===== src/rtl/operand_entry_if.sv =====
// Keypad-to-operand bundle: keystroke strobe in, committed/live operand out.
// operand_entry drives the outputs through the master modport; the keypad/bench uses slave.
interface operand_entry_if;
  logic       key_valid;
  logic [4:0] key_code;
  logic [8:0] op1;
  logic       enter;
  logic [8:0] entry_val;
  logic [1:0] digit_count;
  logic       neg;
  logic       err;

  modport master (
    input  key_valid, key_code,
    output op1, enter, entry_val, digit_count, neg, err
  );

  modport slave (
    output key_valid, key_code,
    input  op1, enter, entry_val, digit_count, neg, err
  );
endinterface


===== src/rtl/operand_entry.sv =====
// Collects decimal keystrokes into a signed 9-bit operand (-256..+255) held as
// three BCD digits plus a sign, and commits it on op1 with a one-cycle enter strobe.
module operand_entry (
  input  logic             clk,
  input  logic             nrst,
  operand_entry_if.master  bus
);

  typedef enum logic [1:0] {S_EMPTY, S_ENTRY, S_COMMIT} state_t;

  localparam logic [4:0] K_NEG   = 5'd10;
  localparam logic [4:0] K_BKSP  = 5'd11;
  localparam logic [4:0] K_CLR   = 5'd12;
  localparam logic [4:0] K_ENTER = 5'd13;

  state_t     r_state, w_state_nx;
  logic [3:0] r_d2, r_d1, r_d0;
  logic [3:0] w_d2_nx, w_d1_nx, w_d0_nx;
  logic [1:0] r_count, w_count_nx;
  logic       r_neg, w_neg_nx;
  logic [8:0] r_op1, w_op1_nx;
  logic       r_enter, w_enter_nx;
  logic       r_err, w_err_nx;

  logic [9:0]  w_mag;
  logic [11:0] w_cand;
  logic [11:0] w_limit;
  logic [8:0]  w_entry_val;
  logic        w_neg_locked;

  // The digit registers never hold a magnitude above the active limit, so the
  // 9-bit two's-complement view of +/-mag is always exact.
  always_comb begin
    w_mag        = 10'(r_d2) * 10'd100 + 10'(r_d1) * 10'd10 + 10'(r_d0);
    w_cand       = 12'(w_mag) * 12'd10 + 12'(bus.key_code[3:0]);
    w_limit      = r_neg ? 12'd256 : 12'd255;
    w_entry_val  = r_neg ? 9'(10'd0 - w_mag) : w_mag[8:0];
    w_neg_locked = r_neg && (w_mag == 10'd256);
  end

  // NOTE: every next-state signal takes a default before the case statement, so
  // no path leaves one unassigned and no latch is inferred.
  always_comb begin
    w_state_nx = r_state;
    w_d2_nx    = r_d2;
    w_d1_nx    = r_d1;
    w_d0_nx    = r_d0;
    w_count_nx = r_count;
    w_neg_nx   = r_neg;
    w_op1_nx   = r_op1;
    w_enter_nx = 1'b0;
    w_err_nx   = 1'b0;

    if (r_state == S_COMMIT) begin
      w_state_nx = S_EMPTY;
      w_d2_nx    = 4'd0;
      w_d1_nx    = 4'd0;
      w_d0_nx    = 4'd0;
      w_count_nx = 2'd0;
      w_neg_nx   = 1'b0;
      w_err_nx   = bus.key_valid;
    end else if (bus.key_valid) begin
      if (bus.key_code < 5'd10) begin
        if (r_count < 2'd3 && w_cand <= w_limit) begin
          w_d2_nx    = r_d1;
          w_d1_nx    = r_d0;
          w_d0_nx    = bus.key_code[3:0];
          w_count_nx = r_count + 2'd1;
          w_state_nx = S_ENTRY;
        end else begin
          w_err_nx = 1'b1;
        end
      end else begin
        case (bus.key_code)
          K_NEG: begin
            if (w_neg_locked) w_err_nx = 1'b1;
            else              w_neg_nx = ~r_neg;
          end
          K_BKSP: begin
            if (r_state == S_ENTRY) begin
              w_d0_nx    = r_d1;
              w_d1_nx    = r_d2;
              w_d2_nx    = 4'd0;
              w_count_nx = r_count - 2'd1;
              if (r_count == 2'd1) w_state_nx = S_EMPTY;
            end else begin
              w_neg_nx = 1'b0;
            end
          end
          K_CLR: begin
            w_d2_nx    = 4'd0;
            w_d1_nx    = 4'd0;
            w_d0_nx    = 4'd0;
            w_count_nx = 2'd0;
            w_neg_nx   = 1'b0;
            w_state_nx = S_EMPTY;
          end
          K_ENTER: begin
            if (r_state == S_ENTRY) begin
              w_op1_nx   = w_entry_val;
              w_enter_nx = 1'b1;
              w_state_nx = S_COMMIT;
            end else begin
              w_err_nx = 1'b1;
            end
          end
          default: w_err_nx = 1'b1;
        endcase
      end
    end
  end

  // NOTE: state registers use non-blocking assignments and an asynchronous
  // active-low reset, which also aborts an in-flight enter pulse at once.
  always_ff @(posedge clk or negedge nrst) begin
    if (!nrst) begin
      r_state <= S_EMPTY;
      r_d2    <= 4'd0;
      r_d1    <= 4'd0;
      r_d0    <= 4'd0;
      r_count <= 2'd0;
      r_neg   <= 1'b0;
      r_op1   <= 9'd0;
      r_enter <= 1'b0;
      r_err   <= 1'b0;
    end else begin
      r_state <= w_state_nx;
      r_d2    <= w_d2_nx;
      r_d1    <= w_d1_nx;
      r_d0    <= w_d0_nx;
      r_count <= w_count_nx;
      r_neg   <= w_neg_nx;
      r_op1   <= w_op1_nx;
      r_enter <= w_enter_nx;
      r_err   <= w_err_nx;
    end
  end

  assign bus.op1         = r_op1;
  assign bus.enter       = r_enter;
  assign bus.err         = r_err;
  assign bus.entry_val   = w_entry_val;
  assign bus.digit_count = r_count;
  assign bus.neg         = r_neg;

endmodule


===== src/flat_wrapper.sv =====
// flat-port wrapper written by rule: the top's interface ports become plain ports
module operand_entry_flat 
  (clk, nrst, bus_key_valid, bus_key_code, bus_op1, bus_enter, bus_entry_val, bus_digit_count, bus_neg, bus_err);
  operand_entry_if bus_i ();
  input  logic clk;
  input  logic nrst;
  input wire logic [$bits(bus_i.key_valid)-1:0] bus_key_valid;
  input wire logic [$bits(bus_i.key_code)-1:0] bus_key_code;
  output wire logic [$bits(bus_i.op1)-1:0] bus_op1;
  output wire logic [$bits(bus_i.enter)-1:0] bus_enter;
  output wire logic [$bits(bus_i.entry_val)-1:0] bus_entry_val;
  output wire logic [$bits(bus_i.digit_count)-1:0] bus_digit_count;
  output wire logic [$bits(bus_i.neg)-1:0] bus_neg;
  output wire logic [$bits(bus_i.err)-1:0] bus_err;
  assign bus_i.key_valid = bus_key_valid;
  assign bus_i.key_code = bus_key_code;
  assign bus_op1 = bus_i.op1;
  assign bus_enter = bus_i.enter;
  assign bus_entry_val = bus_i.entry_val;
  assign bus_digit_count = bus_i.digit_count;
  assign bus_neg = bus_i.neg;
  assign bus_err = bus_i.err;
  operand_entry u_core (.clk(clk), .nrst(nrst), .bus(bus_i));
endmodule

===== config.mk =====
export PLATFORM = sky130hd
export DESIGN_NAME = operand_entry_flat
export DESIGN_NICKNAME = d
export VERILOG_FILES = /design/src/rtl/operand_entry_if.sv /design/src/rtl/operand_entry.sv /design/src/flat_wrapper.sv
export SDC_FILE = /design/constraint.sdc
export NUM_CORES = 1
export LEC_CHECK = 0
export CAP_MARGIN = 20
export CORE_ASPECT_RATIO = 1.25
export CORE_MARGIN = 2
export CORE_UTILIZATION = 45
export CTS_CLUSTER_DIAMETER = 40
export DETAILED_ROUTE_END_ITERATION = 8
export HOLD_SLACK_MARGIN = 0.15
export PLACE_DENSITY_LB_ADDON = 0.2
export SYNTH_ARGS = -nofsm -noshare
export SYNTH_HDL_FRONTEND = slang
export SYNTH_SLANG_ARGS = --single-unit

===== constraint.sdc =====
create_clock -name clk -period 7.1 [get_ports clk]
set_clock_uncertainty 0.15 [all_clocks]
set_input_delay 1.065 -clock clk [delete_from_list [all_inputs] [get_ports clk]]
set_output_delay 1.065 -clock clk [all_outputs]
set_load 0.05 [all_outputs]

* Word-level counts from Yosys, hierarchy flattened
Index checks and enable logic that the tools add are counted.
** Word-level totals
- Input bits :: 8
- Word-level logic and storage cells :: 102
- Output and inout bits :: 23
- Register bits :: 28
** Cells by class
- Reductions and logical operators :: 11
- Muxes and demuxes :: 52
- Bitwise operators :: 3
- Equal/unequal tests :: 15
- $lt $le $gt $ge :: 3
- Multipliers :: 3
- Add/sub/neg operators :: 6
** Operators with widths (number)
- $mux 4 :: 15
- $mux 2 :: 12
- $pmux 4 s2 :: 3
- $eq 5x4->1 const B :: 4
- $mux 9 :: 2
- $mux 1 :: 16
- $add 12x4->12 :: 1
- $le 12x12->1 :: 1
- $ne 4x1->1 const B :: 3
- $mul 10x3->11 const B :: 1
- $add 10x4->10 :: 1
- $add 10x8->10 :: 1
- $eq 10x9->1 const B :: 1
- $reduce_and 5->1 :: 2
- $sub 1x9->9 const A :: 1
- $mul 4x5->8 const B :: 1
- $reduce_bool 4->1 :: 2
- $mul 4x3->7 const B :: 1
- $ne 3x2->1 const B :: 2
- $pmux 1 s3 :: 2
- $pmux 2 s3 :: 1
- $reduce_and 6->1 :: 1
- $lt 5x4->1 const B :: 1
- $reduce_bool 5->1 :: 1
- 13 further kinds :: 17

* Longest topological paths before layout
- Depth in word-level cells :: 11
- Depth in mapped cells :: 25

* Worst setup path after synthesis
Ideal clock, no wire load.
- Kind :: register -> register
- Start :: reg u_core.r_d1[1]
- End :: reg u_core.r_count[1] (netlist: u_core.bus.digit_count[1])
- Slack :: 1191 ps
- Library setup time :: 125 ps
- Data required time :: 6825 ps
- Cell stages (with the launch flop) :: 22
- Path buffers :: 1
- Clock period less this slack :: 5909 ps
- Arrival :: 5634 ps
- Path through :: dfrtp_1 -> ha_1 -> ha_1 -> fa_1 -> ha_1 -> ha_1 -> xnor2_1 -> ha_1 -> ha_1 -> a211oi_1 -> o21bai_1 -> and2_1 -> xor2_1 -> ha_1 -> nand4_1 -> a21oi_1 -> a2111oi_0 -> o21ai_0 -> nand4bb_1 -> a31o_2 -> buf_6 -> mux2_4
** On the way
- Longest elaborated chain between the ends :: 9
** RTL lines
- from (decl) :: RTL line operand_entry.sv:17 : logic [3:0] r_d2, r_d1, r_d0;
- from (signal assigned) :: RTL line operand_entry.sv:129 : r_d1 <= w_d1_nx;
- $mul 4x3->7 :: RTL line operand_entry.sv:34 : w_mag = 10'(r_d2) * 10'd100 + 10'(r_d1) * 10'd10 + 10'(r_d0);
- $add 10x8->10 :: RTL line operand_entry.sv:34
- $add 10x4->10 :: RTL line operand_entry.sv:34
- $mul 10x3->11 :: RTL line operand_entry.sv:35 : w_cand = 12'(w_mag) * 12'd10 + 12'(bus.key_code[3:0]);
- $add 12x4->12 :: RTL line operand_entry.sv:35
- $le 12x12->1 :: RTL line operand_entry.sv:64 : if (r_count < 2'd3 && w_cand <= w_limit) begin
- $logic_and 1x1->1 :: RTL line operand_entry.sv:64
- $ne 3x2->1 (no line)
- $reduce_and 4->1 (no line)
- to (signal assigned) :: RTL line operand_entry.sv:131 : r_count <= w_count_nx;
- to (decl) :: RTL line operand_entry.sv:19 : logic [1:0] r_count, w_count_nx;
Every way passes these cells.
A chain may end at the register's enable or synchronous reset.

* Worst setup path after layout
Same ends and word-level chain as after synthesis.

==> results.sh <==
export IMPL_setup_slack_ns=0.664
export IMPL_r2r_worst_path_cells=20
export IMPL_n_antenna_cell=0
export IMPL_grtUsageMet1=0.256
export IMPL_grt_start_max_net_pins=29
export IMPL_place_hpwl_um=5760
export IMPL_n_fill_cell=648
export IMPL_worst_setup_path_end_kind="flip-flop"
export IMPL_first_global_vias=2608
export IMPL_synth_enable_flop_cells=0
export IMPL_fraction_of_synthesized_cell_area_in_xor_and_xnor_cells=0.0768
export IMPL_timing_critical_path_mode_cell="sky130_fd_sc_hd__ha_1"
export IMPL_post_route_cells_drive_above_1_share=0.0785
export IMPL_detail_route_antenna_nets=0
export IMPL_grt_most_used_layer="met2"
export IMPL_area_growth_pct=14.9
export IMPL_r2r_end="u_core.bus.digit_count[1]"
export IMPL_design_die_area_um2=7790
export IMPL_maxCapViolCount=0
export IMPL_final_hold_viol_count=0
export IMPL_r2r_slack_ns=0.66
export IMPL_async_flop_share=1.00
export IMPL_cts_resized=0
export IMPL_final_period_utilization=0.906
export IMPL_synth_area_in_adders=0.244
export IMPL_final_max_slew_violation_count=0
export IMPL_totalWireLength_um=7170
export IMPL_clockBufferDepth=2
export IMPL_critical_path_cell_chain="ha_1, ha_1, fa_1, ha_1, ha_1, xnor2_1, ha_1, ha_1, a211oi_1, o21bai_1, and2_1, xor2_1, ha_1, nand4_1, a21oi_1, a2111oi_0, o21ai_0, nand4bb_1, a31o_2, mux2_4"
export IMPL_clockRootBuffer="sky130_fd_sc_hd__clkbuf_8"
export IMPL_setup_violations_final=0
export IMPL_remaining_drc_errors=0
export IMPL_grt_total_usage=0.197
export IMPL_drt_iter0_drc=138
export IMPL_cts_buffers_inserted=3
export IMPL_grt_util_met2=0.339
export IMPL_crit_fanout=14
export IMPL_crit_reg2reg_launch="u_core.r_d1[1]"
export IMPL_clk_pin_slew_worst_paths_ns=0.10
export IMPL_cts_setup_buffers=0
export IMPL_tritoncts="built"
export IMPL_place_congestion=0.892
export IMPL_ys_warns=0
export IMPL_clk_insertion_delay_late_ns=0.28
export IMPL_port_bufs=30
export IMPL_fin_tns_setup_ns=0
export IMPL_first_pass_iters=5
export IMPL_slowest_stage_cell_cp="sky130_fd_sc_hd__xnor2_1"
export IMPL_ys_seq_area_frac=0.220
export IMPL_worstHoldPathCells=2
export IMPL_period_minus_slack_ns=6.44
export IMPL_grt_antenna_before_repair=0
export IMPL_detailroute_via_count=2621
export IMPL_clock_sinks=28
export IMPL_status="finished, final reports clean"
export IMPL_max_slew_margin=0.504
export IMPL_syn_inst=350
export IMPL_synth_cell_type_count=54
export IMPL_ctsHtreeMaxLevel=1
export IMPL_start_util=0.460
export IMPL_synth_flop_cell="sky130_fd_sc_hd__dfrtp_1"
export IMPL_die_width_um=79.3
export IMPL_final_common_cell="sky130_fd_sc_hd__ha_1"
export IMPL_grt_pass1_wl_um=12200
export IMPL_routing_usage_on_met3=0.0222
export IMPL_synth_cell_area_um2=3190
export IMPL_critPathKind="reg2reg"
export IMPL_slowest_delay_ns=0.48
export IMPL_viasPerCell=5.55
export IMPL_synth_simple_gate_area_frac=0.156
export IMPL_syn_mean_instance_area_um2=9.12
export IMPL_synth_top_family_by_area="adder cells"
export IMPL_drt_wirelength_per_cell_um=15.2
export IMPL_nNetsFinal=449
export IMPL_synth_area_in_compound_gates=0.169
export IMPL_cts_hold_buf=0
export IMPL_hold_path_end="u_core.bus.op1[3]"
export IMPL_worst_case_setup_slack_after_placement_ns=0.673
export IMPL_worst_ep_arrival_time_ns=6.46
export IMPL_timing_hold_worst_class="reg2reg"
export IMPL_placeable_core_region_um2=6930
export IMPL_required_ns=7.12
export IMPL_min_from="u_core.bus.op1[3]"
export IMPL_layout_common_cells="sky130_fd_sc_hd__ha_1, sky130_fd_sc_hd__inv_1, sky130_fd_sc_hd__clkdlybuf4s50_1"
export IMPL_dieHeight_um=98.2
export IMPL_worst_slew_pin_slew_ns=0.744
export IMPL_rows=34
export IMPL_max_clock_freq_ghz=0.155
export IMPL_gr_total_overflow=0
export IMPL_grt_setup_unrepaired="no"
export IMPL_post_synthesis_mux_area_share=0.0831
export IMPL_num_io_pins=31
export IMPL_cp_start_kind="flip-flop"
export IMPL_synth_seq_cells=28
export IMPL_synth_fp_nets=416
-- synthesized netlist by cell type, drive strengths merged, types with 2 or more instances --
library cell	number	area share
nor3b	2	0.0047
ha	51	0.20
xnor2	22	0.060
or2	4	0.0078
o21ai	19	0.030
o211ai	3	0.0071
mux2i	7	0.022
nand2b	6	0.012
nand3b	2	0.0047
fa	7	0.044
nor3	5	0.0078
a21oi	17	0.027
or3	4	0.0078
buf	2	0.0059
and2	4	0.0078
o311ai	2	0.0055
a2111oi	2	0.0055
a211oi	5	0.015
or4	2	0.0047
inv	36	0.042
a22oi	2	0.0047
o21bai	4	0.0094
nand4	5	0.0098
clkbuf	3	0.0035
a22o	6	0.016
mux2	16	0.061
xor2	6	0.016
nand2	23	0.027
a21o	3	0.0071
nor2b	11	0.024
a31oi	2	0.0039
dfrtp	28	0.22
o311a	2	0.0063
o31ai	3	0.0071
nand3	6	0.0094
nor2	15	0.018
o21a	3	0.0071
-- how the worst max path moves through the flow --
| stage | start | cells after the start | endpoint |
|---|---|---|---|
| after floorplan | u_core.r_d1[1] | 21 | u_core.bus.digit_count[1] |
| after global placement | u_core.r_d1[1] | 20 | u_core.bus.digit_count[1] |
| after detailed placement | u_core.r_d1[1] | 20 | u_core.r_d1[0] |
| after CTS | u_core.r_d1[1] | 20 | u_core.bus.digit_count[1] |
| after global routing | u_core.r_d1[1] | 20 | u_core.r_d1[2] |
| final | u_core.r_d1[1] | 20 | u_core.bus.digit_count[1] |
-- critical path: cells and delay by family, from the launching register on --
kind                       cells  cell delay (ns)
xor gates and xnor gates       2             0.65
and+or+nand+nor                3             0.64
muxes                          1             0.34
AOI/OAI and AO/OA              6             1.56
DFF                            1             0.45
adders and majority gates      8             2.53
-- sequential cells by signal, indices dropped and copies added, names as in the netlist --
| register | cells |
|---|---|
| u_core.bus.op1 | 9 |
| u_core.r_d0 | 4 |
| u_core.r_d1 | 4 |
| u_core.r_d2 | 4 |
| u_core.bus.digit_count | 2 |
| u_core.r_state | 2 |
| u_core.bus.enter | 1 |
| u_core.bus.err | 1 |
| u_core.bus.neg | 1 |
-- kinds of logic after synthesis --
kind of cell	count (synthesis)
flip-flops	28
adder cells (fa/ha/maj)	58
multiplexers	23
buffers and inverters	41
AND/OR/NAND/NOR	93
XOR/XNOR	28
AO/OA/AOI/OAI	79
-- layout make-up --
| type | count | area (um^2) | area share |
|---|---|---|---|
| timing repair buffer | 33 | 323 | 0.0880 |
| tap | 90 | 113 | 0.0307 |
| inverter | 36 | 135 | 0.0368 |
| clock inverter | 1 | 30.0 | 0.00819 |
| sequential | 28 | 701 | 0.191 |
| multi-input combinational | 281 | 2330 | 0.634 |
| clock buffer | 3 | 41.3 | 0.0113 |
-- metal layers --
metal / part of all wire / vias up
li1: - / 1321
met5: 0 / -
met4: 0.017 / 0
met2: 0.50 / 38
met3: 0.028 / 6
met1: 0.46 / 1256
-- stage by stage --
stage | util | instances | instance area, um^2 | hold WS, ns
final | 0.529 | 472 | 3670 | 0.349
after global routing | 0.529 | 472 | 3670 | 0.390
after CTS | 0.528 | 471 | 3660 | 0.351
after detailed placement | 0.518 | 467 | 3590 | 0.326
after global placement | 0.518 | 467 | 3590 | 0.317
after floorplan | - | 350 | 3190 | 0.359
Power is left out: the tool's default activity adds up to more than one toggle a clock period on the data nets, which glitch-free logic cannot reach.
